===== src/rtl/mem_access_ctrl_if.sv =====
// Data-memory port bundle between the stage-2 access controller (master)
// and the data memory (slave).
interface mem_access_ctrl_if #(
  parameter int ADDR_W = 6,
  parameter int DATA_W = 16
);
  logic              mem_req;
  logic              mem_we;
  logic [ADDR_W-1:0] mem_addr;
  logic [DATA_W-1:0] mem_wdata;
  logic [DATA_W-1:0] mem_rdata;
  logic              mem_ack;

  modport master (
    output mem_req, mem_we, mem_addr, mem_wdata,
    input  mem_rdata, mem_ack
  );

  modport slave (
    input  mem_req, mem_we, mem_addr, mem_wdata,
    output mem_rdata, mem_ack
  );
endinterface


===== src/rtl/mem_access_ctrl.sv =====
// Stage-2 data-memory access sequencer: turns memread/memwrite into a req/ack
// transaction, stalls the pipeline until completion and aborts on timeout.
module mem_access_ctrl #(
  parameter int ADDR_W  = 6,
  parameter int DATA_W  = 16,
  parameter int TIMEOUT = 15
) (
  input  logic              clk,
  input  logic              rst,
  input  logic              memread,
  input  logic              memwrite,
  input  logic [ADDR_W-1:0] memaddr_in,
  input  logic [DATA_W-1:0] wdata_in,
  output logic              stall,
  output logic [DATA_W-1:0] rdata_out,
  output logic              rdata_valid,
  output logic              err,
  mem_access_ctrl_if.master mem
);

  localparam int CNT_W = $clog2(TIMEOUT + 1);
  localparam logic [CNT_W-1:0] CNT_LAST = CNT_W'(TIMEOUT - 1);

  typedef enum logic [1:0] {
    IDLE = 2'd0,
    REQ  = 2'd1,
    DONE = 2'd2
  } state_e;

  state_e            state_q, state_d;
  logic [CNT_W-1:0]  cnt_q, cnt_d;
  logic              mem_req_q, mem_req_d;
  logic              mem_we_q, mem_we_d;
  logic [ADDR_W-1:0] mem_addr_q, mem_addr_d;
  logic [DATA_W-1:0] mem_wdata_q, mem_wdata_d;
  logic [DATA_W-1:0] rdata_q, rdata_d;
  logic              rdata_valid_q, rdata_valid_d;
  logic              err_q, err_d;
  logic              one_req_s;
  logic              both_req_s;

  assign one_req_s  = memread ^ memwrite;
  assign both_req_s = memread & memwrite;

  // Pipeline hold: a legal request in IDLE, or any outstanding REQ cycle.
  assign stall = ((state_q == IDLE) && one_req_s) || (state_q == REQ);

  // Next-state and next-output computation; pulses default low every cycle.
  always_comb begin
    state_d       = state_q;
    cnt_d         = cnt_q;
    mem_req_d     = mem_req_q;
    mem_we_d      = mem_we_q;
    mem_addr_d    = mem_addr_q;
    mem_wdata_d   = mem_wdata_q;
    rdata_d       = rdata_q;
    rdata_valid_d = 1'b0;
    err_d         = 1'b0;

    case (state_q)
      IDLE: begin
        if (one_req_s) begin
          mem_addr_d  = memaddr_in;
          mem_wdata_d = wdata_in;
          mem_we_d    = memwrite;
          mem_req_d   = 1'b1;
          cnt_d       = '0;
          state_d     = REQ;
        end else if (both_req_s) begin
          err_d = 1'b1;
        end else begin
          state_d = IDLE;
        end
      end
      REQ: begin
        // Ack takes priority over a timeout landing in the same cycle.
        if (mem.mem_ack) begin
          if (!mem_we_q) begin
            rdata_d       = mem.mem_rdata;
            rdata_valid_d = 1'b1;
          end else begin
            rdata_d = rdata_q;
          end
          mem_req_d = 1'b0;
          state_d   = DONE;
        end else if (cnt_q == CNT_LAST) begin
          if (!mem_we_q) begin
            rdata_d       = {DATA_W{1'b1}};
            rdata_valid_d = 1'b1;
          end else begin
            rdata_d = rdata_q;
          end
          mem_req_d = 1'b0;
          err_d     = 1'b1;
          state_d   = DONE;
        end else begin
          cnt_d = cnt_q + CNT_W'(1);
        end
      end
      DONE: begin
        state_d = IDLE;
      end
      default: begin
        state_d   = IDLE;
        mem_req_d = 1'b0;
      end
    endcase
  end

  // State and registered-output flops with synchronous reset.
  always_ff @(posedge clk) begin
    if (rst) begin
      state_q       <= IDLE;
      cnt_q         <= '0;
      mem_req_q     <= 1'b0;
      mem_we_q      <= 1'b0;
      mem_addr_q    <= '0;
      mem_wdata_q   <= '0;
      rdata_q       <= '0;
      rdata_valid_q <= 1'b0;
      err_q         <= 1'b0;
    end else begin
      state_q       <= state_d;
      cnt_q         <= cnt_d;
      mem_req_q     <= mem_req_d;
      mem_we_q      <= mem_we_d;
      mem_addr_q    <= mem_addr_d;
      mem_wdata_q   <= mem_wdata_d;
      rdata_q       <= rdata_d;
      rdata_valid_q <= rdata_valid_d;
      err_q         <= err_d;
    end
  end

  assign mem.mem_req   = mem_req_q;
  assign mem.mem_we    = mem_we_q;
  assign mem.mem_addr  = mem_addr_q;
  assign mem.mem_wdata = mem_wdata_q;
  assign rdata_out     = rdata_q;
  assign rdata_valid   = rdata_valid_q;
  assign err           = err_q;

endmodule

===== src/flat_wrapper.sv =====
// flat-port wrapper written by rule: the top's interface ports become plain ports
module mem_access_ctrl_flat 
#(
  parameter int ADDR_W  = 6,
  parameter int DATA_W  = 16,
  parameter int TIMEOUT = 15
)
  (clk, rst, memread, memwrite, memaddr_in, wdata_in, stall, rdata_out, rdata_valid, err, mem_mem_req, mem_mem_we, mem_mem_addr, mem_mem_wdata, mem_mem_rdata, mem_mem_ack);
  mem_access_ctrl_if #(.ADDR_W(ADDR_W), .DATA_W(DATA_W)) mem_i ();
  input  logic clk;
  input  logic rst;
  input  logic memread;
  input  logic memwrite;
  input  logic [ADDR_W-1:0] memaddr_in;
  input  logic [DATA_W-1:0] wdata_in;
  output logic stall;
  output logic [DATA_W-1:0] rdata_out;
  output logic rdata_valid;
  output logic err;
  output wire logic [$bits(mem_i.mem_req)-1:0] mem_mem_req;
  output wire logic [$bits(mem_i.mem_we)-1:0] mem_mem_we;
  output wire logic [$bits(mem_i.mem_addr)-1:0] mem_mem_addr;
  output wire logic [$bits(mem_i.mem_wdata)-1:0] mem_mem_wdata;
  input wire logic [$bits(mem_i.mem_rdata)-1:0] mem_mem_rdata;
  input wire logic [$bits(mem_i.mem_ack)-1:0] mem_mem_ack;
  assign mem_mem_req = mem_i.mem_req;
  assign mem_mem_we = mem_i.mem_we;
  assign mem_mem_addr = mem_i.mem_addr;
  assign mem_mem_wdata = mem_i.mem_wdata;
  assign mem_i.mem_rdata = mem_mem_rdata;
  assign mem_i.mem_ack = mem_mem_ack;
  mem_access_ctrl #(.ADDR_W(ADDR_W), .DATA_W(DATA_W), .TIMEOUT(TIMEOUT)) u_core (.clk(clk), .rst(rst), .memread(memread), .memwrite(memwrite), .memaddr_in(memaddr_in), .wdata_in(wdata_in), .stall(stall), .rdata_out(rdata_out), .rdata_valid(rdata_valid), .err(err), .mem(mem_i));
endmodule

===== config.mk =====
export PLATFORM = sky130hd
export DESIGN_NAME = mem_access_ctrl_flat
export DESIGN_NICKNAME = d
export VERILOG_FILES = /design/src/rtl/mem_access_ctrl_if.sv /design/src/rtl/mem_access_ctrl.sv /design/src/flat_wrapper.sv
export SDC_FILE = /design/constraint.sdc
export NUM_CORES = 1
export LEC_CHECK = 0
export ABC_AREA = 1
export ABC_CLOCK_PERIOD_IN_PS = 1500
export CORE_MARGIN = 3
export CORE_UTILIZATION = 42
export DETAILED_ROUTE_END_ITERATION = 10
export GPL_ROUTABILITY_DRIVEN = 0
export PLACE_DENSITY = 0.79
export SYNTH_ARGS = -nofsm -noshare
export SYNTH_HDL_FRONTEND = slang
export SYNTH_SLANG_ARGS = --single-unit

===== constraint.sdc =====
create_clock -name clk -period 1.5 [get_ports clk]
set_clock_uncertainty 0.05 [all_clocks]
set_input_delay 0.375 -clock clk [delete_from_list [all_inputs] [get_ports clk]]
set_output_delay 0.375 -clock clk [all_outputs]
set_load 0.005 [all_outputs]

==> results of run 1 <==
==> cell usage in the layout (no fill, tap or decap), types with 3 or more instances in the layout <==
cell | netlist | routed
a21oi_2 | 9 | 10
buf_2 | 5 | 3
dfxtp_1 | 48 | 29
buf_4 | 3 | 20
inv_1 | 42 | 41
nand4_1 | 18 | 18
dlygate4sd2_1 | 0 | 42
clkbuf_8 | 0 | 5
o21ai_0 | 23 | 23
nor2_1 | 54 | 54
nand2_1 | 33 | 33
clkdlybuf4s50_1 | 0 | 40
inv_2 | 2 | 3
dfxtp_2 | 0 | 19
nand3_1 | 8 | 8
a21oi_1 | 11 | 10
==> per-stage QoR <==
stage,cell area [um2],hold WS [ns],TNS (ns),utilization [%],setup slack (ns)
floorplan,2060,0.387,0,-,0.170
global placement,3040,0.379,-13.36,67.0,-0.755
detailed placement,3040,0.382,-14.23,67.0,-0.764
CTS,3110,0.362,0,68.7,0.00831
global route,3140,0.405,-0.00750,69.3,-0.00750
finish,3140,0.374,0,69.3,0.0320
==> layer usage <==
layer	GRT usage [%]	vias up	wire length (um)
met4	6.88	0	57
met3	4.85	6	394
met5	0	-	0
li1	-	1064	-
met2	32.6	77	2530
met1	23.6	920	2390
==> report_power, final <==
| part | total [mW] | internal, mW | switching (mW) |
|---|---|---|---|
| Sequential | 1.47 | 1.41 | 0.0617 |
| Clock | 0.727 | 0.318 | 0.409 |
| Combinational | 0.760 | 0.393 | 0.367 |
==> state kept, by name, indices dropped and copies added, names as in the netlist <==
register	count
u_core.mem.mem_req	1
u_core.mem.mem_addr	6
u_core.mem.mem_we	1
u_core.rdata_valid	1
u_core.cnt_q	4
u_core.err	1
u_core.state_q	2
u_core.rdata_out	16
u_core.mem.mem_wdata	16
==> worst paths after layout <==
path | start | endpoint | slack, ns | cells after the start
max | memwrite | stall | 0.03 | 5
min reg2reg | u_core.rdata_out[3] | u_core.rdata_out[3] | 0.39 | 2
min | memwrite | u_core.mem.mem_we | 0.37 | 3
max reg2reg | u_core.state_q[1] | u_core.mem.mem_addr[3] | 0.10 | 6
==> area by class of cell <==
class / count / share of cell area (%)
flip-flops and latches: 48 / 31.3
repair buffers: 107 / 31.0
multi-input cells: 168 / 27.3
inverters: 45 / 5.37
well taps: 65 / 2.59
clock buffers: 6 / 2.31
clock inverters: 1 / 0.159
==> critical path, delay by kind of cell <==
family          cells  cell delay [ns]
compound gates      1             0.11
fa+ha+maj           1             0.26
buf+inv             3             0.29
==> cell families (layout without fill, tap and decap cells) <==
group	count (synthesis)	count (layout)	synth area share [%]
and+or+nand+nor	120	120	26.4
buffers and inverters	59	159	12.3
DFF	48	48	46.7
AOI/OAI and AO/OA	45	45	12.7
adders and majority gates	3	3	1.83
==> timing repair <==
item,CTS,global route
setup endpoints to repair,69,19
pin swaps,2,1
gates resized for setup,74,2
hold buffers,0,0
buffers inserted,4,2
==> flow_summary.json, run 1 <==
{
  "fmax_mhz": 681,
  "multi_input_area_um2": 858,
  "syn_area_um2": 2060,
  "worstPathArrival_ns": 1.04,
  "drtIter0Drc": 85,
  "overflow": 0,
  "synthCells": 275,
  "cts_sinks": 48,
  "outcome": "complete, no violations",
  "dr.pass1.iters": 4,
  "hold_viol_final": 0,
  "stdcell_count": 440,
  "cp_max_fo": 2,
  "clk_latency_ns": 0.30,
  "synth_flop_cell": "dfxtp_1",
  "grt_use_total_pct": 19.2,
  "grt_pass1_vias": 1976,
  "drv_cap": 0,
  "fillers": 406,
  "fin_total_pwr_mw": 2.96,
  "insertedDiodeCount": 0,
  "cts_buffers": 5,
  "cts.clk_slew.worst_paths_ns": 0.08,
  "ys_ff_latch": 48,
  "ff_latch_area_um2": 985,
  "synth_nets": 321,
  "drt-wirelength-per-cell_um": 12.2,
  "grt_max_degree": 32,
  "crit_type": "primary input to output pin",
  "worstMarginPinSlew_ns": 0.349,
  "antenna_found_initial": 0,
  "cp-end-kind": "output pin",
  "p_leak_nw": 1.51,
  "drive_gt1_share_pct": 18.7,
  "clock_path_buffers": 2,
  "drc": 0,
  "rsz0062_at_grt": "yes",
  "synth_top_cells_by_count": "nor2_1 (54), dfxtp_1 (48), inv_1 (42)",
  "hp-class": "primary input to register",
  "power_density_nw_per_um2": 940,
  "io_pins": 86,
  "relSlewSlack_pct": 76.7,
  "cpPeakStageDelay_ns": 0.26,
  "yosysTopAreaCell": "dfxtp_1",
  "wl_um": 5370,
  "dieArea_um2": 5770,
  "antenna_left": 0,
  "finalSetupViolCount": 0,
  "avgViaCountPerCell": 4.70,
  "crit_slowest_cell": "ha_4",
  "vdd_ir_drop_max_v": 0.000493,
  "synth_edf_count": 0,
  "place_hpwl_um": 3920,
  "port_buffers": 85,
  "grt_pass1_wl_um": 9150,
  "seq_area_frac_synth_pct": 46.7,
  "slew_viol_final": 0,
  "die_y_um": 76.0,
  "yosysMostFrequentCell": "nor2_1",
  "cts_root_buffer": "clkbuf_8",
  "nets": 421,
  "fp.coreArea_um2": 4530,
  "cp-start-kind": "primary input",
  "num_rows": 24,
  "cp.required_ns": 1.07,
  "path_cells": "buf_2 -> ha_4 -> inv_2 -> a21oi_2 -> buf_2",
  "synth_top_area_share_pct": 46.7,
  "cts_tree": "yes",
  "synth.distinct_cells": 25,
  "syn2layout_area_growth_pct": 52.9,
  "initial_core_util_pct": 45.4,
  "dpl.cell_count": 427,
  "synth_area_leaders": "dfxtp_1 (47%), nor2_1 (9.9%), inv_1 (7.7%)",
  "ctsHtreeMaxLevel": 2,
  "num_vias": 2067,
  "cpMostUsedCell": "buf_2",
  "ys_warn_count": 0,
  "syn_avg_cell_area_um2": 7.48,
  "fin_crit_sh_pct": 97.9,
  "die_x_um": 76.0,
  "synthArstFlopShare_pct": 0,
  "period_minus_slack_ns": 1.47
}
(Power assumes the default switching activity.)
==> run 2: changes to the inputs <==
CORE_MARGIN = 2   (was 3)
REMOVE_ABC_BUFFERS = 1   (was not set)
==> run 2 against run 1 <==
Die area fell by 5.2%. Cell count rose by 0.91%. Sequential power barely moved. Clock power rose by 33%. Critical path depth did not move. Count of clock-buffer cells in the layout did not move. Setup slack improved by 0.0083 ns. Via count barely moved. Critical path type unchanged. Critical endpoint unchanged. Largest power group unchanged.
==> flow_summary.json, run 2 (synthesis results as in run 1) <==
{
  "p_leak_nw": 1.54,
  "dr.pass1.iters": 4,
  "crit_slowest_cell": "ha_4",
  "cts.clk_slew.worst_paths_ns": 0.09,
  "cp_max_fo": 2,
  "timing.rr.end": "u_core.rdata_out[15]",
  "fin_crit_sh_pct": 97.3,
  "cpLargestDelayFamily": "buffers and inverters",
  "insertedDiodeCount": 0,
  "dieArea_um2": 5470,
  "cts_root_buffer": "clkbuf_8",
  "outcome": "complete, no violations",
  "fmax_mhz": 685,
  "clk_latency_ns": 0.29,
  "die_x_um": 74.0,
  "grt_pass1_wl_um": 8300,
  "crit_type": "primary input to output pin",
  "layout_commonest_cell": "nor2_1",
  "relSlewSlack_pct": 81.5,
  "fin_total_pwr_mw": 3.21,
  "ctsHtreeMaxLevel": 2,
  "vdd_ir_drop_max_v": 0.000650,
  "final_cell_mix": "nor2_1 (54), dlygate4sd2_1 (42), inv_1 (41), clkdlybuf4s50_1 (40), nand2_1 (33)",
  "io_pins": 86,
  "syn2layout_area_growth_pct": 56.3,
  "cpPeakStageDelay_ns": 0.27,
  "drt-wirelength-per-cell_um": 11.6,
  "holdPathEnd": "u_core.rdata_out[2]",
  "power_density_nw_per_um2": 997,
  "min_from": "u_core.rdata_out[2]",
  "fp.coreArea_um2": 4720,
  "cpMostUsedCell": "buf_2",
  "setup_tns_ns": 0,
  "r2r-start": "u_core.cnt_q[0]",
  "holdWs_ns": 0.392,
  "initial_core_util_pct": 43.5,
  "die_y_um": 74.0,
  "cts_sinks": 48,
  "port_buffers": 85,
  "avgViaCountPerCell": 4.66,
  "r2r_cells": 7,
  "num_vias": 2069,
  "antenna_found_initial": 0,
  "drive_gt1_share_pct": 22.3,
  "path_cells": "buf_2 -> ha_4 -> inv_2 -> a21oi_2 -> buf_2",
  "hold_path_depth": 2,
  "hold_viol_final": 0,
  "cp-start-kind": "primary input",
  "drc": 0,
  "rrSetupSlack_ns": 0.12,
  "place_hpwl_um": 3780,
  "grt_pass1_vias": 1853,
  "stdcell_count": 444,
  "nets": 422,
  "hp-class": "register to register",
  "grt_max_degree": 23,
  "cts_tree": "yes",
  "crit_buf_inv": 3,
  "antenna_left": 0,
  "wl_um": 5160,
  "worstPathArrival_ns": 1.03,
  "grt_use_total_pct": 19.2,
  "num_rows": 25,
  "drv_cap": 0,
  "dpl.cell_count": 432,
  "finalSetupViolCount": 0,
  "rsz0062_at_grt": "no",
  "period_minus_slack_ns": 1.46,
  "cts_buffers": 5,
  "slew_viol_final": 0,
  "cp-end-kind": "output pin",
  "worstMarginPinSlew_ns": 0.276,
  "overflow": 0,
  "drtIter0Drc": 97,
  "worstSetupPathDepth": 5,
  "clock_path_buffers": 2,
  "cp.required_ns": 1.07
}
run 2: where the power goes:
group	internal (mW)	leakage [nW]	switching, mW
Sequential	1.41	0.405	0.0620
Combinational	0.398	1.07	0.364
Clock	0.545	0.0614	0.425
run 2: worst max-delay path by stage:
stage / slack [ns] / end / from
final: 0.04 / stall / memwrite
after detailed placement: -0.76 / stall / memwrite
after CTS: 0.007 / u_core.rdata_out[5] / u_core.cnt_q[0]
after global routing: 0.0005 / stall / memwrite
after global placement: -0.75 / stall / memwrite
after floorplan: 0.15 / u_core.mem.mem_wdata[0] / memread
run 2: layer usage:
metal	part of all wire (%)	track usage, %	vias to the layer above	wire [um]
li1	-	-	1063	-
met2	48	32.5	68	2480
met1	43	24.0	931	2220
met3	8.0	5.15	5	411
met5	0.12	0	-	6
met4	0.91	5.45	2	47
run 2: final cells by class:
cell class | count | area [um2]
fill | 406 | 1510
clock buffer | 6 | 82.6
inverter | 45 | 169
tap | 67 | 83.8
clock inverter | 2 | 38.8
timing repair buffer | 108 | 981
sequential | 48 | 997
multi-input combinational | 168 | 863
run 2: stage by stage:
stage	area [um2]	setup slack (ns)	util, %
floorplan	1970	0.152	-
global placement	3060	-0.754	64.8
detailed placement	3060	-0.763	64.8
CTS	3170	0.00734	67.0
global route	3220	0.000476	68.1
finish	3220	0.0403	68.1
run 2: tightest hold or removal path, delay by kind of cell (launching register included):
| kind | cells | cell delay (ns) |
|---|---|---|
| buf+inv | 1 | 0.05 |
| compound gates | 1 | 0.05 |
| flops | 1 | 0.31 |
run 2: what timing repair did:
action	4_1_cts	5_1_grt
setup endpoints to repair	69	19
buffers inserted	0	4
cloned	0	0
hold buffers	0	0
pin swaps	1	0
gates resized for setup	85	2
==> run 3: changes to the inputs <==
CAP_MARGIN = 30   (was not set)
==> results of run 3 <==
No change in the layout: final DEF, timing and power equal those of run 2.
